### config.mk
export PLATFORM = sky130hd
export DESIGN_NAME = clk_divider_bank
export DESIGN_NICKNAME = d
export VERILOG_FILES = /design/src/rtl/clk_divider_bank.sv
export SDC_FILE = /design/constraint.sdc
export NUM_CORES = 1
export LEC_CHECK = 0
export CORE_UTILIZATION = 57
export CTS_CLUSTER_SIZE = 8
export DETAILED_ROUTE_END_ITERATION = 8
export DONT_BUFFER_PORTS = 1
export PLACE_DENSITY = 0.73
export SLEW_MARGIN = 5
export SYNTH_ARGS = -nofsm -noshare
export SYNTH_HDL_FRONTEND = slang
export SYNTH_SLANG_ARGS = --single-unit
### constraint.sdc
create_clock -name clk_100mhz -period 2 [get_ports clk_100mhz]
set_clock_uncertainty 0.15 [all_clocks]
set_input_delay 0.4 -clock clk_100mhz [delete_from_list [all_inputs] [get_ports clk_100mhz]]
set_output_delay 0.4 -clock clk_100mhz [all_outputs]
set_load 0.02 [all_outputs]
### src/rtl/clk_divider_bank.sv
// Bank of NUM_CH programmable 50%-duty clock dividers with a single-slot valid/ready config port.
// Optional macro CLK_DIV_SYNC_EN adds sync_pulse for phase-aligning all channels.

module clk_div_chan #(
    parameter int              CNT_W        = 26,
    parameter logic [CNT_W-1:0] DEFAULT_HALF = CNT_W'(2**25 - 1),
    parameter logic            RESET_EN     = 1'b1
) (
    input  logic             clk_100mhz,
    input  logic             rst_n,
    input  logic             sync,
    input  logic             req,
    input  logic [CNT_W-1:0] req_half,
    input  logic             req_en,
    output logic             ack,
    output logic             clk_out,
    output logic             tick
);
    logic [CNT_W-1:0] count;
    logic [CNT_W-1:0] half;
    logic             en;
    logic             term;

    assign term = (count == half);
    // Updates land only where the output is (or is forced) low: disabled, synced, or the falling edge.
    assign ack  = req && (!en || sync || (term && clk_out));

    always_ff @(posedge clk_100mhz) begin
        if (!rst_n) begin
            count   <= '0;
            half    <= DEFAULT_HALF;
            en      <= RESET_EN;
            clk_out <= 1'b0;
            tick    <= 1'b0;
        end else if (ack) begin
            half    <= req_half;
            en      <= req_en;
            count   <= '0;
            clk_out <= 1'b0;
            tick    <= 1'b0;
        end else if (!en || sync) begin
            count   <= '0;
            clk_out <= 1'b0;
            tick    <= 1'b0;
        end else if (term) begin
            count   <= '0;
            clk_out <= ~clk_out;
            tick    <= ~clk_out;
        end else begin
            count   <= count + CNT_W'(1);
            tick    <= 1'b0;
        end
    end
endmodule

module clk_divider_bank #(
    parameter int                NUM_CH        = 4,
    parameter int                CNT_W         = 26,
    parameter logic [CNT_W-1:0]  DEFAULT_HALF  = CNT_W'(2**25 - 1),
    parameter logic [NUM_CH-1:0] RESET_EN_MASK = {NUM_CH{1'b1}},
    localparam int               CH_W          = $clog2(NUM_CH) + 1
) (
    input  logic              clk_100mhz,
    input  logic              rst_n,
    input  logic              cfg_valid,
    output logic              cfg_ready,
    input  logic [CH_W-1:0]   cfg_ch,
    input  logic [CNT_W-1:0]  cfg_half,
    input  logic              cfg_en,
    output logic [NUM_CH-1:0] clk_out,
    output logic [NUM_CH-1:0] tick
`ifdef CLK_DIV_SYNC_EN
   ,input  logic              sync_pulse
`endif
);
    localparam logic [CH_W-1:0] NUM_CH_L = CH_W'(NUM_CH);

    logic              sync;
    logic              pend_vld;
    logic [CH_W-1:0]   pend_ch;
    logic [CNT_W-1:0]  pend_half;
    logic              pend_en;
    logic [NUM_CH-1:0] ack;
    logic              xfer;
    logic              ch_ok;

`ifdef CLK_DIV_SYNC_EN
    assign sync = sync_pulse;
`else
    assign sync = 1'b0;
`endif

    assign xfer  = cfg_valid && cfg_ready;
    assign ch_ok = (cfg_ch < NUM_CH_L);

    // Out-of-range requests complete the handshake but never occupy the slot.
    always_ff @(posedge clk_100mhz) begin
        if (!rst_n) begin
            pend_vld  <= 1'b0;
            pend_ch   <= '0;
            pend_half <= '0;
            pend_en   <= 1'b0;
            cfg_ready <= 1'b0;
        end else if (xfer && ch_ok) begin
            pend_vld  <= 1'b1;
            pend_ch   <= cfg_ch;
            pend_half <= cfg_half;
            pend_en   <= cfg_en;
            cfg_ready <= 1'b0;
        end else if (|ack) begin
            pend_vld  <= 1'b0;
            cfg_ready <= 1'b1;
        end else if (!pend_vld) begin
            cfg_ready <= 1'b1;
        end
    end

    for (genvar i = 0; i < NUM_CH; i++) begin : g_ch
        clk_div_chan #(
            .CNT_W       (CNT_W),
            .DEFAULT_HALF(DEFAULT_HALF),
            .RESET_EN    (RESET_EN_MASK[i])
        ) u_ch (
            .clk_100mhz(clk_100mhz),
            .rst_n     (rst_n),
            .sync      (sync),
            .req       (pend_vld && (pend_ch == CH_W'(i))),
            .req_half  (pend_half),
            .req_en    (pend_en),
            .ack       (ack[i]),
            .clk_out   (clk_out[i]),
            .tick      (tick[i])
        );
    end
endmodule

Word level (Yosys, flattened, before mapping)
Index checks and enable logic that the tools add are counted.

Bits in latches: 0. Bits in writable memories: 0. Output and inout bits: 9. ROM bits: 0. Input bits: 33. Memories: 0. Bits in registers: 252. Logic and storage cells: 93.

Shifts and indexed selects: 0. Reduce and logical (&&, ||, !) cells: 38. Divide/modulo/power cells: 0. Magnitude comparators: 1. Add/subtract/negate cells: 4. $mul: 0. Equality and inequality tests: 8. Bitwise gates (word level): 13. Multiplexer cells: 4.

Operator list (count): $add 26x1->26 const B (4); $eq 26x26->1 (4); $reduce_or 4->1 (9); $logic_and 1x1->1 (14); $not 1->1 (13); $reduce_or 3->1 (4); $eq 3x2->1 const B (2); $logic_not 1->1 (4); $logic_or 1x1->1 (4); $mux 1 (4); $eq 3x1->1 const B (1); $logic_not 3->1 (1); $lt 3x3->1 const B (1); $ne 2x1->1 const B (1); $reduce_bool 2->1 (1); $reduce_or 2->1 (1).

Longest topological paths before layout
Depth in word-level cells: 7. Gate-level depth with buffers: 9. Depth with buffers taken out: 7.

Cells and area by module
From an unflattened synthesis, not the netlist that was laid out.

Cells, all modules: 1299. Area total of the unflattened synthesis: 12439.4 um^2.

Modules (own cells, without submodules): clk_div_chan (times used 4, area an instance 2768.9 um^2, cells each 289, seq. area each 1101.1 um^2); clk_divider_bank (times used 1, area an instance 1363.8 um^2, cells each 143, seq. area each 640.6 um^2).

Least setup slack after synthesis
Ideal clock, no wire load.

Path kind: register to register. Start: reg g_ch[2].u_ch.count[18]. End: reg g_ch[2].u_ch.en. Arrival time: 1.859 ns. Buffers on the path: 2. Library setup time: 0.129 ns. Clock period less this slack: 2.139 ns. Required time: 1.721 ns. Slack: -0.139 ns. Cell stages (with the launch flop): 10. Cells stage by stage: dfxtp_1 xor2_1 nor4_1 nand4_1 nor4_4 a31o_2 buf_6 buf_6 mux2i_1 nand2_1.

Word-level cells in the longest chain between the ends: 4.

Ends and longest elaborated chain: from (decl) (RTL line 19) `logic [CNT_W-1:0] count;`; from (signal assigned) (RTL line 50) `count <= count + CNT_W'(1);`; $eq 26x26->1 (RTL line 24) `assign term = (count == half);`; $logic_and 1x1->1 (RTL line 26) `assign ack = req && (!en || sync || (term && clk_out));`; $logic_or 1x1->1 (RTL line 26); $logic_and 1x1->1 (RTL line 26); to (signal assigned) (RTL line 37) `en <= req_en;`; to (decl) (RTL line 21) `logic en;`.

Every way passes these cells. A chain may end at the register's enable or synchronous reset.

Worst setup path in the final report
Start: reg g_ch[0].u_ch.count[17]. End: reg cfg_ready.

Word-level cells in the longest chain between the ends: 6. Elaborated cells on any way between the ends: 7. Those cells by class: 2 x eq/ne; 1 x mux; 4 x reduce/logical.

Ends and longest elaborated chain: from (decl) (RTL line 19); from (signal assigned) (RTL line 50); $eq 26x26->1 * (RTL line 24); $logic_and 1x1->1 * (RTL line 26); $logic_or 1x1->1 * (RTL line 26); $logic_and 1x1->1 * (RTL line 26); $reduce_or 4->1 * (RTL line 110) `end else if (|ack) begin`; $ne 2x1->1 (no line) / $mux 1 (equally long branches); to (signal assigned) (RTL line 109) `cfg_ready <= 1'b0;`; to (signal assigned) (RTL line 112) `cfg_ready <= 1'b1;`; to (signal assigned) (RTL line 114) `cfg_ready <= 1'b1;`; to (decl) (RTL line 66) `output logic cfg_ready,`.

Mark *: on every way between the ends. The rest lies on a longest branch, timed or not.

==> results.txt <==
The flow ran to the end, but the final reports show violations. The final reports fail on negative hold slack, negative setup slack. In this run the mean area of a mapped cell was 9.39 um^2. Once detail routing completed, the nets flagged for antenna violations numbered 0. The library cell used most frequently in the layout, excluding fill and tap cells, is sky130_fd_sc_hd__dfxtp_1. Final period demand of the worst path: 2.64 ns. In the routed design, unresolved DRC markers number 0. For the pin with the worst max-slew slack, the measured transition is 0.673 ns. Width of the die: 140 um.

The clock share of power came out at 0.505. The core footprint was 18,600 um^2. The share of cells above drive strength 1 was 0.259. The first TritonRoute pass finished after 5 iterations. The logs give 0.842 for the routability-driven placement congestion ratio and 8,755 for the via count of the first global-routing pass.

The worst slack at placement was -0.355 ns; the share of the clock period used by the worst path after layout was 1.32. Wires add up to 30,400 um. The run gives 1,597 as the filler-free cell count of the finished design. In this run the power density over the cells is 768 nW/um^2. The count of distinct cell types in the synthesized netlist was 39.

Critical path startpoint category: a flop. Proportion of synthesized chip area in sequential cells: 0.466. Across the VDD grid, the largest voltage drop is 0.000737 V. The critical path arrival is 2.95 ns, and the maximum frequency from static timing analysis is 379 MHz. The top cell types in the final layout, fill and taps aside, are sky130_fd_sc_hd__dfxtp_1 (226), sky130_fd_sc_hd__nand2_1 (204), sky130_fd_sc_hd__buf_4 (158), sky130_fd_sc_hd__xor2_1 (118), sky130_fd_sc_hd__mux2i_1 (104). For the worst setup path, the data required time is 2.31 ns. The critical path goes through xor2_2, nor4_2, nand4_1, o41ai_2, nand3_2, buf_6, buf_4, nand4_1, o211a_1. TritonCTS built the clock tree. The number of nets handed over by synthesis was 1,189.

Summing all placed instances gives a cell area of 12,100 um^2. Endpoint type of the worst setup path: a flop. On the critical path, the stage with the largest delay is an instance of sky130_fd_sc_hd__o41ai_2. The net count of the finished layout is 1,398. The y dimension of the die was 140 um; the count of synthesis-stage warnings from yosys was 0.

The run gives 0 as the number of antenna violations at the first check in global routing. The tree is rooted in a sky130_fd_sc_hd__clkbuf_16. The min-delay analysis places its worst path in the category input port to flop.

After clock tree synthesis, the clock-pin slew on the worst setup and hold paths is 0.05 ns. The run gives 0.462 as the relative contribution of sequential cells to total power. The maximum fanout along the worst path was 3; the worst setup slack after layout was -0.640 ns. Half-perimeter wire length after placement: 17,400 um. The global routing usage summed across all routing layers was 0.298.

Die footprint: 19,500 um^2. The maximum cell stage delay along the critical path is 0.43 ns. For the netlist area before placement, the log shows 10,800 um^2.

The logs give 0.551 for the worst slew slack as a fraction of its limit and 0 for the max-capacitance violation count. The most common cell type on the critical path was sky130_fd_sc_hd__nand4_1. Fill cells in the final layout number 1,101. Dividing the detail-routed via count by the number of cells gives 5.55. The count of standard-cell rows came out at 50.

Counting every instance in the synthesized netlist gives 1,152. The logs give 5930 um^2 for the combined area of the multi-input logic cells and 147 for the maximum number of pins on one net before global-route repair. The first routing iteration left 787 violations. The count of flip-flops with a built-in enable after synthesis came out at 0. For the number of top-level pins, the log shows 42. The tools report the worst hold margin as -0.172 ns. The number of clock sinks seen by CTS is 252.

From synthesis to final layout, the design area changed by 34.3%. Most used flip-flop cell after synthesis: sky130_fd_sc_hd__dfxtp_1. Setup repair after global routing could not meet its margin everywhere. The completed layout was analyzed and its total power is 11.2 mW.

Setup violations remaining at the end of the flow were counted as 190. The average wire length per cell after detail routing is 19.1 um. The run gives 1,496 as the number of placed instances, taps included. The total via count after detailed routing is 8,857, and the initial standard-cell utilization of the core is 0.580.

The total overflow left after global routing is 0. The share of power burned in combinational logic was 0.033. The storage element area is 5080 um^2.

Counting the buffers created by CTS gives 37. The buffer depth of the longest clock path was 3. The static leakage was 5.94 nW. The number of antenna repair diodes is 0. Cell internal power was estimated by the tool at 8.74 mW. The run gives 122 as the hold violation count in the final report. The number of buffer cells added on primary ports was 0; the design area was 14,500 um^2. The proportion of synthesized flip-flops having asynchronous set or reset is 0, and the switching power summed over all nets is 2.41 mW. The clock insertion delay at the later pin of the skew report came out at 0.53 ns. The worst setup path is of the flop to flop kind.

The switching portion of total power is 0.216. The first global-routing pass estimated 45,000 um of wire. The number of levels the H-tree was split into is 2, and the number of storage elements in the synthesis netlist is 252.

The run gives 0 as the final-report max-slew violation count.
-- worst paths after layout --
path | start | to | slack (ns) | depth (start not counted)
setup / recovery | g_ch[0].u_ch.count[17]$_SDFF_PP0_ | cfg_ready$_SDFFE_PP0P_ | -0.64 | 9
hold / removal | rst_n | g_ch[3].u_ch.half[24]$_SDFFE_PN1P_ | -0.17 | 1
setup reg to reg | g_ch[0].u_ch.count[17]$_SDFF_PP0_ | cfg_ready$_SDFFE_PP0P_ | -0.64 | 9
hold reg to reg | g_ch[0].u_ch.count[0]$_SDFF_PP0_ | g_ch[0].u_ch.count[0]$_SDFF_PP0_ | 0.30 | 1
-- sequential cells by signal, summed over array words and instances, names as in the netlist --
name,cells
pend_vld,1
cfg_ready,1
pend_half,26
g_ch.u_ch.count,104
g_ch.u_ch.tick,4
g_ch.u_ch.en,4
g_ch.u_ch.clk_out,4
pend_ch,3
pend_en,1
g_ch.u_ch.half,104
-- repair_timing --
item                                    CTS  global route
pin swaps                                50            77
buffers inserted                         13            12
gates cloned                              9             5
gates resized for setup                  46           125
endpoints found under the setup margin  193           220
hold buffers                             29             1
endpoints found under the hold margin   148           140
-- worst max-delay path: cells and delay by family (launching register included) --
family                 cells  cell delay, ns
AND/OR/NAND/NOR            4            0.99
AO/OA/AOI/OAI              2            0.62
flip-flops                 1            0.35
buffers and inverters      2            0.29
XOR/XNOR                   1            0.18
-- metrics by stage --
step           setup TNS, ns   util
3_5_place_dp          -34.50  0.650
6_report              -62.75  0.779
2_1_floorplan          -2.98      -
5_1_grt               -79.44  0.779
4_1_cts               -36.77  0.748
3_3_place_gp          -28.13  0.650
-- synthesized netlist by cell type (2+ instances only) --
cell / number / area share
sky130_fd_sc_hd__nand4_1: 32 / 0.019
sky130_fd_sc_hd__or2_2: 3 / 0.0017
sky130_fd_sc_hd__xnor2_1: 75 / 0.061
sky130_fd_sc_hd__dfxtp_1: 252 / 0.47
sky130_fd_sc_hd__buf_4: 9 / 0.0062
sky130_fd_sc_hd__and3_1: 17 / 0.0098
sky130_fd_sc_hd__o21ai_0: 5 / 0.0023
sky130_fd_sc_hd__inv_1: 10 / 0.0035
sky130_fd_sc_hd__nand2_1: 204 / 0.071
sky130_fd_sc_hd__nor3b_1: 4 / 0.0028
sky130_fd_sc_hd__and4_1: 10 / 0.0081
sky130_fd_sc_hd__ha_1: 4 / 0.0046
sky130_fd_sc_hd__buf_6: 9 / 0.0094
sky130_fd_sc_hd__nor2b_1: 9 / 0.0052
sky130_fd_sc_hd__a21boi_0: 30 / 0.021
sky130_fd_sc_hd__buf_12: 2 / 0.0037
sky130_fd_sc_hd__xor2_1: 124 / 0.10
sky130_fd_sc_hd__nor4_1: 15 / 0.0087
sky130_fd_sc_hd__nand3_1: 39 / 0.018
sky130_fd_sc_hd__buf_2: 8 / 0.0037
sky130_fd_sc_hd__nor3_1: 9 / 0.0042
sky130_fd_sc_hd__or3_1: 7 / 0.0040
sky130_fd_sc_hd__a21oi_1: 5 / 0.0023
sky130_fd_sc_hd__clkbuf_1: 25 / 0.0087
sky130_fd_sc_hd__mux2i_1: 108 / 0.10
sky130_fd_sc_hd__nor2_1: 124 / 0.043
-- metal layers --
| metal | wire length [um] | vias up | GRT usage | part of all wire |
|---|---|---|---|---|
| li1 | - | 4238 | - | - |
| met1 | 12500 | 4227 | 0.373 | 0.41 |
| met2 | 14900 | 306 | 0.504 | 0.49 |
| met3 | 1840 | 86 | 0.0509 | 0.060 |
| met4 | 1260 | 0 | 0.132 | 0.041 |
| met5 | 0 | - | 0 | 0 |
-- power groups by stage --
stage / Clock (mW) / Sequential (mW) / Combinational [mW]
4_1_cts: 5.69 / 5.15 / 0.313
5_1_grt: 5.91 / 5.15 / 0.385
3_3_place_gp: 0 / 5.24 / 0.214
3_5_place_dp: 0 / 5.25 / 0.219
2_1_floorplan: 0 / 5.21 / 0.162
6_report: 5.64 / 5.15 / 0.363
-- cell families after synthesis --
family	synth area share
buffers and inverters	0.0356
XOR/XNOR	0.161
adder cells (fa/ha/maj)	0.00463
AND/OR/NAND/NOR	0.201
flip-flops	0.466
multiplexers	0.100
AO/OA/AOI/OAI	0.0311
-- layout make-up --
type | count | area share
timing repair buffer | 224 | 0.149
sequential | 252 | 0.350
clock inverter | 3 | 0.00457
tap | 234 | 0.0202
inverter | 10 | 0.00258
multi-input combinational | 836 | 0.408
clock buffer | 38 | 0.0655
Power figures use the tool's default switching activity.
